**src/rtl/vector_sweep_ctrl.sv**
```systemverilog
// Sweeps a DUT through every input vector 0..2^N_IN-1, holds each one for SETTLE
// cycles, then streams the (vector, response) record over a valid/ready handshake.
module vector_sweep_ctrl #(
  parameter int N_IN   = 4,
  parameter int N_OUT  = 1,
  parameter int SETTLE = 1
) (
  input  logic             CK,
  input  logic             reset,
  input  logic             start,
  input  logic             abort,
  output logic [N_IN-1:0]  dut_in,
  input  logic [N_OUT-1:0] dut_out,
  output logic             rec_valid,
  input  logic             rec_ready,
  output logic [N_IN-1:0]  rec_vec,
  output logic [N_OUT-1:0] rec_out,
  output logic [N_IN:0]    ones_count,
  output logic             busy,
  output logic             done
);

  typedef enum logic [1:0] {
    ST_IDLE   = 2'd0,
    ST_SETTLE = 2'd1,
    ST_EMIT   = 2'd2,
    ST_DONE   = 2'd3
  } state_t;

  localparam logic [7:0]      SETTLE_RELOAD = 8'(SETTLE - 1);
  localparam logic [N_IN-1:0] LAST_VEC      = {N_IN{1'b1}};

  state_t           state_r, state_s;
  logic [N_IN-1:0]  vec_r, vec_s;
  logic [7:0]       settle_cnt_r, settle_cnt_s;
  logic             rec_valid_r, rec_valid_s;
  logic [N_IN-1:0]  rec_vec_r, rec_vec_s;
  logic [N_OUT-1:0] rec_out_r, rec_out_s;
  logic [N_IN:0]    ones_count_r, ones_count_s;
  logic             handshake_s;

  assign handshake_s = rec_valid_r & rec_ready;

  // Next-state and next-register values; abort overrides every non-idle state.
  always_comb begin
    state_s      = state_r;
    vec_s        = vec_r;
    settle_cnt_s = settle_cnt_r;
    rec_valid_s  = rec_valid_r;
    rec_vec_s    = rec_vec_r;
    rec_out_s    = rec_out_r;
    ones_count_s = ones_count_r;
    if (abort && (state_r != ST_IDLE)) begin
      state_s     = ST_IDLE;
      rec_valid_s = 1'b0;
      vec_s       = {N_IN{1'b0}};
    end else begin
      case (state_r)
        ST_IDLE: begin
          if (start) begin
            state_s      = ST_SETTLE;
            vec_s        = {N_IN{1'b0}};
            settle_cnt_s = SETTLE_RELOAD;
            ones_count_s = {(N_IN+1){1'b0}};
          end else begin
            state_s = ST_IDLE;
          end
        end
        ST_SETTLE: begin
          if (settle_cnt_r != 8'd0) begin
            settle_cnt_s = settle_cnt_r - 8'd1;
          end else begin
            state_s      = ST_EMIT;
            rec_out_s    = dut_out;
            rec_vec_s    = vec_r;
            rec_valid_s  = 1'b1;
            ones_count_s = ones_count_r + (N_IN+1)'(dut_out[0]);
          end
        end
        ST_EMIT: begin
          if (handshake_s) begin
            rec_valid_s = 1'b0;
            if (vec_r == LAST_VEC) begin
              state_s = ST_DONE;
            end else begin
              state_s      = ST_SETTLE;
              vec_s        = vec_r + N_IN'(1'b1);
              settle_cnt_s = SETTLE_RELOAD;
            end
          end else begin
            state_s = ST_EMIT;
          end
        end
        ST_DONE: begin
          state_s = ST_IDLE;
        end
        default: begin
          state_s     = ST_IDLE;
          rec_valid_s = 1'b0;
        end
      endcase
    end
  end

  // State and datapath registers with asynchronous active-low reset.
  always_ff @(posedge CK or negedge reset) begin
    if (!reset) begin
      state_r      <= ST_IDLE;
      vec_r        <= {N_IN{1'b0}};
      settle_cnt_r <= 8'd0;
      rec_valid_r  <= 1'b0;
      rec_vec_r    <= {N_IN{1'b0}};
      rec_out_r    <= {N_OUT{1'b0}};
      ones_count_r <= {(N_IN+1){1'b0}};
    end else begin
      state_r      <= state_s;
      vec_r        <= vec_s;
      settle_cnt_r <= settle_cnt_s;
      rec_valid_r  <= rec_valid_s;
      rec_vec_r    <= rec_vec_s;
      rec_out_r    <= rec_out_s;
      ones_count_r <= ones_count_s;
    end
  end

  // The DUT sees the sweep vector directly, so dut_in cannot move during EMIT.
  assign dut_in     = vec_r;
  assign rec_valid  = rec_valid_r;
  assign rec_vec    = rec_vec_r;
  assign rec_out    = rec_out_r;
  assign ones_count = ones_count_r;
  assign busy       = (state_r != ST_IDLE);
  assign done       = (state_r == ST_DONE);

endmodule

```
**config.mk**
```make
export PLATFORM = sky130hd
export DESIGN_NAME = vector_sweep_ctrl
export DESIGN_NICKNAME = d
export VERILOG_FILES = /design/src/rtl/vector_sweep_ctrl.sv
export SDC_FILE = /design/constraint.sdc
export NUM_CORES = 1
export LEC_CHECK = 0
export ABC_CLOCK_PERIOD_IN_PS = 1650
export CORE_MARGIN = 2
export CORE_UTILIZATION = 47
export DETAILED_ROUTE_END_ITERATION = 6
export GPL_TIMING_DRIVEN = 1
export PLACE_DENSITY = 0.85
export SYNTH_ARGS = -nofsm -noshare
export SYNTH_HDL_FRONTEND = slang
export SYNTH_SLANG_ARGS = --single-unit
```
**constraint.sdc**
```tcl
create_clock -name CK -period 1.65 [get_ports CK]
set_input_delay 0.33 -clock CK [delete_from_list [all_inputs] [get_ports CK]]
set_output_delay 0.33 -clock CK [all_outputs]
set_load 0.01 [all_outputs]
```
* Word-level counts from Yosys, hierarchy flattened
Cells that the tools add are included.
Word-level totals: memory bits (writable) 0, ROM bits 0, input bits 6, logic and storage cells 62, latch bits 0, bits in registers 25, memories kept 0
Cells by class: bitwise gates (word level) 3, equality and inequality tests 13, $lt $le $gt $ge 0, shifts and indexed selects 0, muxes and demuxes 23, reduce and logical (&&, ||, !) cells 13, div/mod/pow operators 0, add/subtract/negate cells 3, multipliers 0
Operators by type and width (number):
- $mux 8 | 4
- $pmux 8 s3 | 1
- $mux 4 | 4
- $ne 3x3->1 const B | 4
- $mux 5 | 2
- $ne 2x2->1 const B | 5
- $pmux 5 s2 | 1
- $reduce_bool 3->1 | 3
- $mux 2 | 4
- $pmux 2 s4 | 1
- $pmux 4 s2 | 1
- $reduce_and 4->1 | 2
- $reduce_bool 8->1 | 1
- $sub 8x1->8 const B | 1
- $reduce_and 3->1 | 2
- $reduce_and 6->1 | 1
- $add 5x1->5 | 1
- $add 4x1->4 const B | 1
- $eq 2x2->1 const B | 2
- $eq 4x4->1 const B | 1
- $mux 1 | 4
- $reduce_bool 2->1 | 2
- $eq 2x1->1 const B | 1
- $logic_not 2->1 | 1
- 4 further kinds | 5

* Depth between registers and ports, before layout
depth after elaboration 5, mapped depth 6, depth with buffers taken out 6

* Worst setup path before layout
Ideal clock, no wire load.
path kind register to register, from register settle_cnt_r[0], to register rec_valid_r (netlist: rec_valid), required time 1.549 ns, stages on the path, launching flop included 7, buffers on the path 0, setup time 0.101 ns, slack -0.095 ns, data arrival time 1.644 ns, cells stage by stage dfrtp_1 inv_1 ha_1 nor4b_4 a32o_1 mux2_2 o32ai_1
Between the ends: word-level cells in the longest chain between the ends 3
Ends and longest elaborated chain:
- from (decl) | RTL line 35 | logic [7:0] settle_cnt_r, settle_cnt_s;
- from (signal assigned) | RTL line 118 | settle_cnt_r <= settle_cnt_s;
- $reduce_bool 8->1 | RTL line 70 | if (settle_cnt_r != 8'd0) begin
- $ne 3x3->1 (no line)
- $reduce_and 3->1 (no line)
- to (signal assigned) | RTL line 119 | rec_valid_r <= rec_valid_s;
- to (decl) | RTL line 36 | logic rec_valid_r, rec_valid_s;
Every way passes these cells. A chain may end at the register's enable or synchronous reset.

* Worst setup path after layout
from register settle_cnt_r[0], to register ones_count_r[3] (netlist: ones_count[3])
Between the ends: word-level cells in the longest chain between the ends 3
Ends and longest elaborated chain:
- $reduce_bool 8->1 | RTL line 70
- $ne 2x2->1 (no line)
- $reduce_and 4->1 (no line)
- to (signal assigned) | RTL line 114 | ones_count_r <= {(N_IN+1){1'b0}};
- to (signal assigned) | RTL line 122 | ones_count_r <= ones_count_s;
- to (decl) | RTL line 39 | logic [N_IN:0] ones_count_r, ones_count_s;
Every way passes these cells.

==> results.yml <==
clocking:
  tritoncts: "done"
  clockRootBuffer: "clkbuf_4"
  cts_buffer_depth: 2
  cts_made_buffers: 3
  cts_max_level: 1
  clk_latency_ns: 0.32
  cts_num_sinks: 25
  path_clk_slew_ns: 0.14
setup_path:
  slowest_stage: "dfrtp_1"
  cp.required_ns: 1.91
  r2r_end: "ones_count[3]"
  r2r_cells: 7
  rr_startpoint: "settle_cnt_r[0]"
  crit_family: "simple AND/OR/NAND/NOR gates"
  path_cells: "inv_2 -> ha_4 -> nor4b_4 -> buf_4 -> a31oi_4 -> or3_4 -> a21oi_2"
  end_kind: "flop"
  worstPathArrival_ns: 1.96
  max_stage_delay_ns: 0.41
  worstPathMaxFanout: 4
  start_kind: "flop"
  cp.buffers_inverters: 2
  timing_worst_setup_path_type: "reg -> reg"
  regToRegSetupSlack_ns: -0.05
die:
  num_rows: 19
  fp.dieH_um: 58.4
  core_area_sq_um: 2780
  die_w_um: 58.4
  dieArea_sq_um: 3410
  num_io_pins: 23
  start_util: 0.500
grt:
  grt_pass1_vias: 1400
  antenna_found_initial: 0
  grt_max_degree: 26
  grt_pass1_wl_mm: 6.40
  grt-ovfl-total: 0
  track_usage: 0.243
worst_hold_path:
  hp-class: "in -> async"
power_and_ir_drop:
  finalPower_mw: 3.15
  ir_drop_uv: 1240
  p_leak_nw: 0.962
  p_per_area_nw_per_um2: 1540
synth:
  synth_cell_type_count: 38
  synthTopCellsByArea: "dfrtp_1, mux2_2, a31oi_1"
  syn_area_sq_um: 1390
  synth-seq-cells: 25
  yosysWarningCount: 0
  synth.most_common_cell: "dfrtp_1"
  async_flop_share: 1.00
  synth_top_area_cell: "dfrtp_1"
  yosys-top-cells-count: "dfrtp_1, a31oi_1, nor2_1"
  synth.top_cell.area_share: 0.450
  syn-mean-instance-area_sq_um: 10.2
  postSynthCellCount: 136
  synthFlopType: "dfrtp_1"
  synth_edf_count: 0
  seq_area_frac_synth: 0.450
  syn-num-nets: 147
sta:
  final-max-slew-violation-count: 0
  setup_viol: 4
  tightest_slew_ns: 0.500
  setup_ws_ns: -0.0522
  fmax_mhz: 587
  rsz0062_at_grt: "true"
  holdWs_ns: 0.348
  hold_viol_final: 0
  slew_headroom: 0.666
  skew_ns: 0.00983
  finalCritPeriodShare: 1.03
  min_period_ns: 1.70
routing:
  first_pass_iters: 6
  drc: 0
  drt_iter0_markers: 73
  via_count: 1374
  post_drt_wl_per_cell_um: 17.5
  ant_nets: 0
  viasPerCell: 6.08
  drt_wl_total_mm: 3.96
placed_design:
  port_buffers: 22
  place.gp.congestion: 0.783
  dpl.hpwl_mm: 2.69
final_layout:
  drive_gt1_frac: 0.385
  syn2layout_area_growth_pct: 46.7
  final_nets: 207
  antennaDiodeCount: 0
  num-fill-cells: 189
status:
  status: "finished with violations"
  violations: "setup timing"
flow_run:
  drv_cap: 0
worst max path at each step:
stage                                from               to  slack [ns]  cells past startpoint
after floorplan           settle_cnt_r[0]  settle_cnt_r[1]      -0.006                      6
after CTS                 settle_cnt_r[0]    ones_count[3]       -0.03                      7
after global routing      settle_cnt_r[0]    ones_count[4]       -0.14                      7
after global placement              abort    ones_count[4]       -0.17                      5
after detailed placement            abort  settle_cnt_r[1]       -0.25                      5
final                     settle_cnt_r[0]    ones_count[3]       -0.05                      7
cells by family (layout without fill, tap and decap cells):
family / after synthesis / count (layout) / synth area share
adder cells (fa/ha/maj): 5 / 5 / 0.0450
AND/OR/NAND/NOR: 49 / 49 / 0.204
multiplexers: 11 / 11 / 0.0881
flip-flops: 25 / 25 / 0.450
AO/OA/AOI/OAI: 37 / 37 / 0.188
buffers and inverters: 9 / 68 / 0.0252
sequential cells by signal (all words and copies together) (netlist names):
register and flops:
state_r 2, ones_count 5, rec_out 1, rec_valid 1, settle_cnt_r 8, rec_vec 4, dut_in 4
per-stage QoR:
step / setup TNS [ns] / worst slack [ns] / cell area [sq um] / std cells / util
CTS: -0.0536 / -0.0334 / 1950 / 223 / 0.702
finish: -0.157 / -0.0522 / 2040 / 226 / 0.734
detailed placement: -3.90 / -0.250 / 1840 / 211 / 0.663
global placement: -2.37 / -0.168 / 1840 / 211 / 0.663
floorplan: -0.0113 / -0.00642 / 1410 / 136 / -
global route: -1.07 / -0.143 / 2040 / 226 / 0.734
layout make-up:
| class | instances | area (sq um) | share of cell area |
|---|---|---|---|
| repair buffers | 58 | 498 | 0.244 |
| well taps | 31 | 38.8 | 0.0190 |
| clock buffers | 4 | 26.3 | 0.0129 |
| flip-flops and latches | 25 | 631 | 0.309 |
| multi-input cells | 102 | 825 | 0.404 |
| inverters | 6 | 22.5 | 0.0110 |
routing by layer:
| metal | wire [um] | GRT usage | vias to the layer above |
|---|---|---|---|
| met3 | 226 | 0.0527 | 12 |
| met5 | 0 | 0 | - |
| met1 | 1540 | 0.295 | 666 |
| met4 | 79 | 0.0698 | 0 |
| li1 | - | - | 627 |
| met2 | 2110 | 0.430 | 69 |
layout by cell type (no fill, tap or decap), drive strengths merged, types with 2 or more instances in the layout:
| cell type | netlist | routed |
|---|---|---|
| a21oi | 5 | 5 |
| or3 | 5 | 5 |
| mux2 | 7 | 7 |
| nor2b | 7 | 7 |
| nand2b | 3 | 3 |
| dlygate4sd2 | 0 | 5 |
| nand3 | 5 | 5 |
| dfrtp | 25 | 25 |
| nor2 | 9 | 9 |
| o21ai | 8 | 8 |
| inv | 6 | 6 |
| ha | 5 | 5 |
| clkbuf | 2 | 6 |
| clkdlybuf4s50 | 0 | 15 |
| nand4 | 2 | 2 |
| nor3 | 4 | 4 |
| nand4b | 2 | 2 |
| nand2 | 7 | 7 |
| buf | 1 | 36 |
| a211o | 2 | 2 |
| mux2i | 4 | 4 |
| a31oi | 11 | 11 |
| o31ai | 3 | 3 |
where the power goes:
part	leakage (nW)	internal (mW)	switching, mW
clock	0.0150	0.0946	0.186
combinational	0.619	0.970	0.952
sequential	0.328	0.769	0.175
total	0.962	1.83	1.31
timing repair:
| item | in CTS | in global routing |
|---|---|---|
| buffers inserted | 8 | 3 |
| hold buffers | 0 | 0 |
| pin swaps | 7 | 6 |
| endpoints found under the setup margin | 20 | 25 |
| gates resized for setup | 18 | 19 |
| gates cloned | 0 | 0 |
| hold endpoints to repair | 0 | 0 |
Note: power is estimated with default switching activity, not from simulation.
==> edit, RTL diff (same settings) <==
Put one more register stage on the output `ones_count`. The value now appears one clock later. The other outputs are not delayed to match.
--- a/src/rtl/vector_sweep_ctrl.sv
+++ b/src/rtl/vector_sweep_ctrl.sv
@@ -128,7 +128,9 @@
   assign rec_valid  = rec_valid_r;
   assign rec_vec    = rec_vec_r;
   assign rec_out    = rec_out_r;
-  assign ones_count = ones_count_r;
+  always_ff @(posedge CK) begin
+    ones_count <= ones_count_r;
+  end
   assign busy       = (state_r != ST_IDLE);
   assign done       = (state_r == ST_DONE);
 
Check against the original RTL: not equivalent (Yosys sat finds a counterexample within 4 cycles, from zero or initial values and one cycle with reset low).
==> edit against the unedited design <==
- the run still ends with setup timing left
- sequential cell count up 5
- routed wire length increased by 13%
- synthesized area is 5.7% higher
- total power is 16% higher
- non-clock buffer count rose by 7
- hold slack worse by 25 ps
- critical path type unchanged
- combinational power is 5% lower
- core utilization grew 3.6 points
- setup slack got worse by 31 ps
- cell area up 13%
==> edit: results (changes against the unedited design) <==
| Metric | Value |
|---|---|
| Status | finished with violations (unchanged) |
| Failing checks | setup timing (unchanged) |
| Post-synth cell types | 44 (was 38) |
| GRT Total Usage | 25.4% (was 24.3%) |
| TNS Setup | -348 ps (was -157 ps) |
| Async set-reset flop share out of synthesis | 83.3% (was 100%) |
| Wire length on met2 | 2.26 mm (was 2.11 mm) |
| Share of cells above drive strength 1 | 43.6% (was 38.5%) |
| Number of global-route vias before repair | 1,450 (was 1,400) |
| Worst slew pin tran | 405 ps (was 500 ps) |
| Syn_nets | 151 (was 147) |
| Non-clk bufs | 65 (was 58) |
| Setup violators final | 8 (was 4) |
| Slowest cell on the critical path | or4_1 (was dfrtp_1) |
| CP Max Fanout | 3 (was 4) |
| RePlAce Congestion | 0.830 (was 0.783) |
| Cts bufs inserted | 5 (was 3) |
| Post-synthesis mux area share | 4.60% (was 8.81%) |
| # fillers | 187 (was 189) |
| P_clk | 810 uW (was 280 uW) |
| Syn avg cell area | 10.5 sq um (was 10.2 sq um) |
| Non-clock inverters | 5 (was 6) |
| Part of the power in combinational logic | 50.3% (was 61.1%) |
| CLK BUF | 6 (was 4) |
| Non-clock buffer share | 24.2% (was 24.4%) |
| Multi-input gates | 103 (was 102) |
| Synth Area in XOR/XNOR | 0.596% (was 0%) |
| ClkCell Share | 4.82% (was 1.29%) |
| Vias per std cell | 6.02 (was 6.08) |
| Dpl ws | -379 ps (was -250 ps) |
| Global-route wire length before repair | 6.64 mm (was 6.40 mm) |
| Clock Skews | 24.7 ps (was 9.83 ps) |
| Multi-input combinational cell area | 852 sq um (was 825 sq um) |
| Crit path DAT | 2020 ps (was 1960 ps) |
| Initial DRC count | 51 (was 73) |
| Clk Latency, worst-skew pair | 350 ps (was 320 ps) |
| Synth Area in Adders | 4.26% (was 4.50%) |
| Maximum VDD drop | 1220 uV (was 1240 uV) |
| Clk sinks | 30 (was 25) |
| Final worst setup slack | -82.8 ps (was -52.2 ps) |
| Placed inst area | 0.00201 sq mm (was 0.00184 sq mm) |
edit: changes by cell type after synthesis, sizes merged, moves of 3 or more:
cell,before,now
mux2i,4,0
nand3,5,9
nor3b,1,5
nor2b,7,1
a31oi,11,3
or3,5,2
dfxtp,0,5
a21oi,5,10
or4,0,3
nor2,9,6
edit: worst paths after layout:
| check | from | slack, ps | cells past startpoint | endpoint |
|---|---|---|---|---|
| max | settle_cnt_r[0] | -80 | 7 | settle_cnt_r[6] |
| min | reset | 320 | 2 | dut_in[1] |
| max reg2reg | settle_cnt_r[0] | -80 | 7 | settle_cnt_r[6] |
| min reg2reg | ones_count_r[4] | 440 | 0 | ones_count[4] |
| max in group asynchronous | reset | 1050 | 2 | ones_count_r[0] |
| min in group CK | ones_count_r[4] | 440 | 0 | ones_count[4] |
edit: worst register-to-register path: stages, from the launching register on:
cell and delay [ps]:
dfrtp_1 410, inv_2 90, buf_4 140, ha_4 140, nor3b_4 190, nand4b_1 130
or4_1 490, nand3_1 90
